**src/rtl/cc_speed_meter.sv**
```systemverilog
// cc_speed_meter: counts rising edges of an asynchronous sensor over a fixed
// gate window of clock cycles and publishes the saturating count, a one-cycle
// new-sample strobe and a sticky overflow flag at each window close.
module cc_speed_meter #(
  parameter int unsigned SPEEDMETER_DATAWIDTH    = 8,
  parameter int unsigned SPEEDMETER_WINDOWWIDTH  = 24,
  parameter int unsigned SPEEDMETER_WINDOWCYCLES = 5000000
) (
  input  logic                            CC_SPEEDMETER_CLOCK_50,
  input  logic                            CC_SPEEDMETER_RESET_InHigh,
  input  logic                            CC_SPEEDMETER_enable_InHigh,
  input  logic                            CC_SPEEDMETER_sensor_In,
  output logic [SPEEDMETER_DATAWIDTH-1:0] CC_SPEEDMETER_data_OutBUS,
  output logic                            CC_SPEEDMETER_newData_OutHigh,
  output logic                            CC_SPEEDMETER_overflow_OutHigh
);

  localparam logic [SPEEDMETER_WINDOWWIDTH-1:0] WINDOW_LAST =
    SPEEDMETER_WINDOWWIDTH'(SPEEDMETER_WINDOWCYCLES - 1);
  localparam logic [SPEEDMETER_WINDOWWIDTH-1:0] WINDOW_ONE =
    SPEEDMETER_WINDOWWIDTH'(1);
  localparam logic [SPEEDMETER_DATAWIDTH-1:0] COUNT_ONE =
    SPEEDMETER_DATAWIDTH'(1);

  logic                              sensorSync1;
  logic                              sensorSync2;
  logic                              sensorHist;
  logic                              sensorEdge;

  logic [SPEEDMETER_WINDOWWIDTH-1:0] windowCount;
  logic                              windowLast;

  logic [SPEEDMETER_DATAWIDTH-1:0]   pulseCount;
  logic                              pulseSticky;
  logic                              pulseFull;

  logic [SPEEDMETER_DATAWIDTH-1:0]   closeData;
  logic                              closeOverflow;

  // Two-flop synchronizer plus history flop; runs regardless of enable so
  // re-enabling with the sensor already high does not fake an edge.
  always_ff @(posedge CC_SPEEDMETER_CLOCK_50 or posedge CC_SPEEDMETER_RESET_InHigh) begin
    if (CC_SPEEDMETER_RESET_InHigh) begin
      sensorSync1 <= 1'b0;
      sensorSync2 <= 1'b0;
      sensorHist  <= 1'b0;
    end else begin
      sensorSync1 <= CC_SPEEDMETER_sensor_In;
      sensorSync2 <= sensorSync1;
      sensorHist  <= sensorSync2;
    end
  end

  assign sensorEdge = sensorSync2 & ~sensorHist;

  // A disable in the terminal cycle suppresses the close entirely.
  assign windowLast = CC_SPEEDMETER_enable_InHigh && (windowCount == WINDOW_LAST);
  assign pulseFull  = &pulseCount;

  // Gate-window cycle counter: 0..WINDOWCYCLES-1, held at 0 while disabled.
  always_ff @(posedge CC_SPEEDMETER_CLOCK_50 or posedge CC_SPEEDMETER_RESET_InHigh) begin
    if (CC_SPEEDMETER_RESET_InHigh) begin
      windowCount <= '0;
    end else if (!CC_SPEEDMETER_enable_InHigh || windowLast) begin
      windowCount <= '0;
    end else begin
      windowCount <= windowCount + WINDOW_ONE;
    end
  end

  // Saturating pulse counter with sticky overflow; restarts at every close so
  // an edge in the terminal cycle is credited only to the closing window.
  always_ff @(posedge CC_SPEEDMETER_CLOCK_50 or posedge CC_SPEEDMETER_RESET_InHigh) begin
    if (CC_SPEEDMETER_RESET_InHigh) begin
      pulseCount  <= '0;
      pulseSticky <= 1'b0;
    end else if (!CC_SPEEDMETER_enable_InHigh || windowLast) begin
      pulseCount  <= '0;
      pulseSticky <= 1'b0;
    end else if (sensorEdge) begin
      if (pulseFull) begin
        pulseSticky <= 1'b1;
      end else begin
        pulseCount <= pulseCount + COUNT_ONE;
      end
    end
  end

  // Closing value: running count plus any edge seen in the terminal cycle.
  always_comb begin
    closeData     = pulseCount;
    closeOverflow = pulseSticky;
    if (sensorEdge) begin
      if (pulseFull) begin
        closeOverflow = 1'b1;
      end else begin
        closeData = pulseCount + COUNT_ONE;
      end
    end
  end

  // Publish register: data and overflow only move on the strobe cycle.
  always_ff @(posedge CC_SPEEDMETER_CLOCK_50 or posedge CC_SPEEDMETER_RESET_InHigh) begin
    if (CC_SPEEDMETER_RESET_InHigh) begin
      CC_SPEEDMETER_data_OutBUS      <= '0;
      CC_SPEEDMETER_newData_OutHigh  <= 1'b0;
      CC_SPEEDMETER_overflow_OutHigh <= 1'b0;
    end else begin
      CC_SPEEDMETER_newData_OutHigh <= windowLast;
      if (windowLast) begin
        CC_SPEEDMETER_data_OutBUS      <= closeData;
        CC_SPEEDMETER_overflow_OutHigh <= closeOverflow;
      end
    end
  end

endmodule
```
**config.mk**
```make
export PLATFORM = sky130hd
export DESIGN_NAME = cc_speed_meter
export DESIGN_NICKNAME = d
export VERILOG_FILES = /design/src/rtl/cc_speed_meter.sv
export SDC_FILE = /design/constraint.sdc
export NUM_CORES = 1
export LEC_CHECK = 0
export BUFFER_PORTS_ARGS = -buffer_cell sky130_fd_sc_hd__buf_4
export CAP_MARGIN = 20
export CORE_MARGIN = 2
export CORE_UTILIZATION = 45
export CTS_BUF_LIST = sky130_fd_sc_hd__clkbuf_4
export DETAILED_ROUTE_END_ITERATION = 8
export GPL_ROUTABILITY_DRIVEN = 0
export PLACE_DENSITY = 0.62
export SLEW_MARGIN = 25
export SYNTH_ARGS = -nofsm -noshare
export SYNTH_HDL_FRONTEND = slang
export SYNTH_SLANG_ARGS = --single-unit
```
**constraint.sdc**
```tcl
create_clock -name CC_SPEEDMETER_CLOCK_50 -period 2.25 [get_ports CC_SPEEDMETER_CLOCK_50]
set_input_delay 0.45 -clock CC_SPEEDMETER_CLOCK_50 [delete_from_list [all_inputs] [get_ports CC_SPEEDMETER_CLOCK_50]]
set_output_delay 0.45 -clock CC_SPEEDMETER_CLOCK_50 [all_outputs]
set_load 0.05 [all_outputs]
```
* Yosys cells after proc, flatten, opt, wreduce, memory -nomap -nowiden *
Index checks and enable logic that the tools add are counted.

word-level totals
  register bits = 46
  bits in latches = 0
  memory bits (writable) = 0
  memory bits (read-only) = 0
  input port bits = 4
  word-level logic and storage cells = 25
  memories kept = 0

cells by class
  add/sub/neg operators = 2
  multipliers = 0
  divide/modulo/power cells = 0
  magnitude comparators = 0
  equality and inequality tests = 1
  shift operators = 0
  mux-type cells = 7
  bitwise operators = 2
  reductions and logical operators = 4

operator list
  cell                     number
  $add A24 B1 Y24 const B  1
  $eq A24 B23 Y1 const B   1
  $mux W24                 1
  $mux W8                  3
  $add A8 B1 Y8 const B    1
  $reduce_and A8 Y1        1
  $mux W1                  3
  $and A1 B1 Y1            1
  $logic_and A1 B1 Y1      1
  $logic_not A1 Y1         1
  $logic_or A1 B1 Y1       1
  $not A1 Y1               1

* Depth between registers and ports, before layout *
  depth in word-level cells = 4
  gate-level depth with buffers = 7
  gate-level depth less buffers = 6

* Worst setup path after synthesis *
OpenSTA, ideal clock, no wires.

  path type = register to register
  start point = register windowCount[12]
  end point = register CC_SPEEDMETER_data_OutBUS[3]
  arrival time = 1.855 ns
  required time = 2.125 ns
  path slack = 0.269 ns
  cell stages (with the launch flop) = 6
  path buffers = 0
  cells stage by stage = dfrtp_1 or4b_2 nor3_2 nand3_4 nor2_8 mux2_4

on the way
  cells in the longest elaborated chain, start to end = 2

ends and longest elaborated chain
  item                    RTL line  source
  start, declared         30        logic [SPEEDMETER_WINDOWWIDTH-1:0] windowCount;
  start signal, assigned  67        windowCount <= windowCount + WINDOW_ONE;
  $eq A24 B23 Y1          57        assign windowLast = CC_SPEEDMETER_enable_InHigh && (windowCount == WINDOW_LAST);
  $logic_and A1 B1 Y1     57
  end signal, assigned    111       CC_SPEEDMETER_data_OutBUS <= closeData;
  end, declared           13        output logic [SPEEDMETER_DATAWIDTH-1:0] CC_SPEEDMETER_data_OutBUS,

No other way between the ends.
A chain may end at the register's enable or synchronous reset.

* Worst setup path in the final report *
  start point = register windowCount[12]
  end point = register CC_SPEEDMETER_data_OutBUS[4]

Same word-level chain as after synthesis.

==> impl_metrics.csv <==
group,metric,value,unit
finish,multi_input_area,947,µm²
finish,final_common_cell,"dfrtp_1",
timing,fmax,475,MHz
worst_hold_path,holdCritPathClass,"in2reg",
cts,cts_tree,"done",
cts,clk_path_buf_depth,2,
die,rows,25,
finish,fill_cells,435,
synthesis,syn-cell-area,2160,µm²
outcome,status,"finished, final reports clean",
routing,vias_per_cell,5.22,
global_routing,grt_pass1_vias,1424,
timing,tns,0,ns
synthesis,syn-num-nets,208,
worst_setup_path,cp_data_required_time,2.51,ns
cts,path_clk_slew,0.13,ns
synthesis,synth.distinct_cells,32,
cts,cts_resized,0,
worst_setup_path,crit_type,"reg2reg",
die,coreArea,4660,µm²
worst_setup_path,path_max_fanout,5,
timing,period_share,93.5,%
timing,skew,0.0118,ns
synthesis,synth_enable_flop_cells,0,
timing,rsz0062_at_grt,"false",
worst_setup_path,slowest_delay,0.69,ns
timing,whs,0.188,ns
routing,routed_wl,3.70,mm
timing,post-route-min-period,2.10,ns
timing,drv_slew,0,
cts,cts-buffers-inserted,5,
routing,dr.first_iter.drc_count,86,
placed_design,dp_hpwl,2.61,mm
global_routing,grt_antenna_before_repair,0,
worst_setup_path,r2r-start,"windowCount[12]$_DFF_PP0_",
run,drv_cap,0,
die,die_h,73.3,µm
synthesis,synth.largest_area_cell,"dfrtp_1",
finish,area_growth,10.4,%
die,start_util,46.3,%
power_and_ir_drop,power_per_cell_area,532,nW/µm²
finish,drive_gt1_share,17.2,%
global_routing,grt_pass1_wl,6.64,mm
timing,setup_violations,0,
routing,detail-route-antenna-nets,0,
finish,antennaDiodeCount,0,
power_and_ir_drop,power,1270,µW
timing,slew_headroom,61.2,%
finish,nets,227,
worst_setup_path,crit_end,"CC_SPEEDMETER_data_OutBUS[4]$_DFFE_PP0P_",
timing,hold_violations,0,
die,dieWidth,73.3,µm
routing,via_count,1436,
cts,ctsHoldBuffers,0,
routing,wl_per_cell,13.5,µm
synthesis,ys_async_sr_fraction,100,%
worst_hold_path,hold_start,"CC_SPEEDMETER_sensor_In",
worst_setup_path,r2r_end,"CC_SPEEDMETER_data_OutBUS[4]$_DFFE_PP0P_",
synthesis,synth_top_area_share,53.3,%
worst_setup_path,crit_start,"windowCount[12]$_DFF_PP0_",
global_routing,grtUsageTotal,16.3,%
placed_design,io_buffers,13,
worst_setup_path,r2r_cells,5,
routing,first_pass_iters,4,
timing,worstMarginPinSlew,0.582,ns
die,ios,14,
global_routing,grt_remaining_overflow,0,
cts,cts_sinks,46,
synthesis,syn_area_per_cell,10.7,µm²
worst_setup_path,path_cells,"or4b_2 -> nor3_2 -> nand3_4 -> nor2_8 -> mux2_4",
cts,root_buffer,"clkbuf_4",
synthesis,synthCells,202,
worst_setup_path,crit_path_end_kind,"flop",
cts,insertion_delay,0.36,ns
synthesis,yosys-top-cells-area,"dfrtp_1 (53%), xor2_1 (6.5%), nor2_1 (6.1%), xnor2_1 (3.7%), mux2i_1 (3.2%)",
synthesis,ys_ff_latch,46,
synthesis,synth_warnings,0,
die,die_area,5370,µm²
finish,final_cell_mix,"dfrtp_1 (46), nor2_1 (35), nand2_1 (16), xor2_1 (16), buf_4 (16)",
synthesis,ys_seq_area_share,53.3,%
global_routing,grt_max_degree,47,
worst_setup_path,worstPathArrival,2.36,ns
finish,seqCellArea,1150,µm²
cts,htreeDepth,2,
power_and_ir_drop,p_leak,0.00112,µW
synthesis,synth_flop_cell,"dfrtp_1",
worst_setup_path,critPathSlowestCell,"or4b_2",
routing,drc,0,
worst_setup_path,rrSetupSlack,0.15,ns
cts,cts_setup_buffers,0,
power_and_ir_drop,ir_drop,0.206,mV
worst_setup_path,start_kind,"flop",
==> cells in the mapped netlist, drive strengths merged, types with 4 or more instances <==
library cell,number
nand2,17
o21ai,5
and4,4
xnor2,9
nor2,36
nand4,8
xor2,16
dfrtp,46
inv,8
mux2i,7
and3,5
nand3,15
nor4,5
==> report_power, final <==
part / internal, µW / switching [µW] / leakage [µW] / total, µW
Sequential: 836 / 8.85 / 0.000612 / 845
Combinational: 18.0 / 37.3 / 0.000481 / 55.3
Clock: 113 / 254 / 0.0000308 / 367
Total: 967 / 301 / 0.00112 / 1270
==> flip-flops by register name, indices dropped and copies added, names as in the netlist <==
register	count
windowCount	24
CC_SPEEDMETER_data_OutBUS	8
pulseCount	8
CC_SPEEDMETER_newData_OutHigh	1
CC_SPEEDMETER_overflow_OutHigh	1
pulseSticky	1
sensorHist	1
sensorSync1	1
sensorSync2	1
==> metrics by stage <==
step           instance area, µm²  instances  worst slack, ns  util, %
2_1_floorplan                2160        202            0.269        -
3_3_place_gp                 2340        268            0.197     50.1
3_5_place_dp                 2340        268            0.162     50.1
4_1_cts                      2380        275            0.149     51.1
5_1_grt                      2380        275           0.0613     51.1
6_report                     2380        275            0.147     51.1
==> worst min path at each step <==
stage / to / slack [ns] / cells past startpoint
3_5_place_dp: sensorSync2$_DFF_PP0_ / 0.34 / 0
5_1_grt: sensorSync1$_DFF_PP0_ / 0.16 / 1
3_3_place_gp: sensorSync2$_DFF_PP0_ / 0.33 / 0
6_report: sensorSync1$_DFF_PP0_ / 0.19 / 1
4_1_cts: sensorSync1$_DFF_PP0_ / 0.18 / 1
2_1_floorplan: sensorSync2$_DFF_PP0_ / 0.33 / 0
==> critical path: cells and delay by family, from the launching register on <==
| kind | cells | cell delay, ns |
|---|---|---|
| AND/OR/NAND/NOR | 4 | 1.24 |
| flip-flops | 1 | 0.45 |
| multiplexers | 1 | 0.31 |
==> area by class of cell <==
| class | instances | area share (%) |
|---|---|---|
| clock buffers | 5 | 1.57 |
| clock inverters | 2 | 0.420 |
| inverters | 8 | 1.26 |
| multi-input cells | 143 | 39.7 |
| flip-flops and latches | 46 | 48.3 |
| well taps | 54 | 2.83 |
| repair buffers | 17 | 5.88 |
==> per-layer routing <==
metal	part of all wire [%]	wire length [µm]	track usage, %	vias up
met5	0	0	0	-
met4	1.9	70	7.41	0
met3	2.5	92	3.43	7
met2	45	1690	25.5	12
met1	50	1860	21.8	699
li1	-	-	-	718
==> cell families (layout without fill, tap and decap cells) <==
logic type | after synthesis | in the layout | synth area share (%)
buffers and inverters | 13 | 32 | 2.78
DFF | 46 | 46 | 53.3
AOI/OAI and AO/OA | 7 | 7 | 1.74
adders and majority gates | 2 | 2 | 1.16
and+or+nand+nor | 100 | 100 | 26.2
xor gates and xnor gates | 25 | 25 | 10.1
muxes | 9 | 9 | 4.64
No activity file was read; power rests on OpenSTA's default activity.
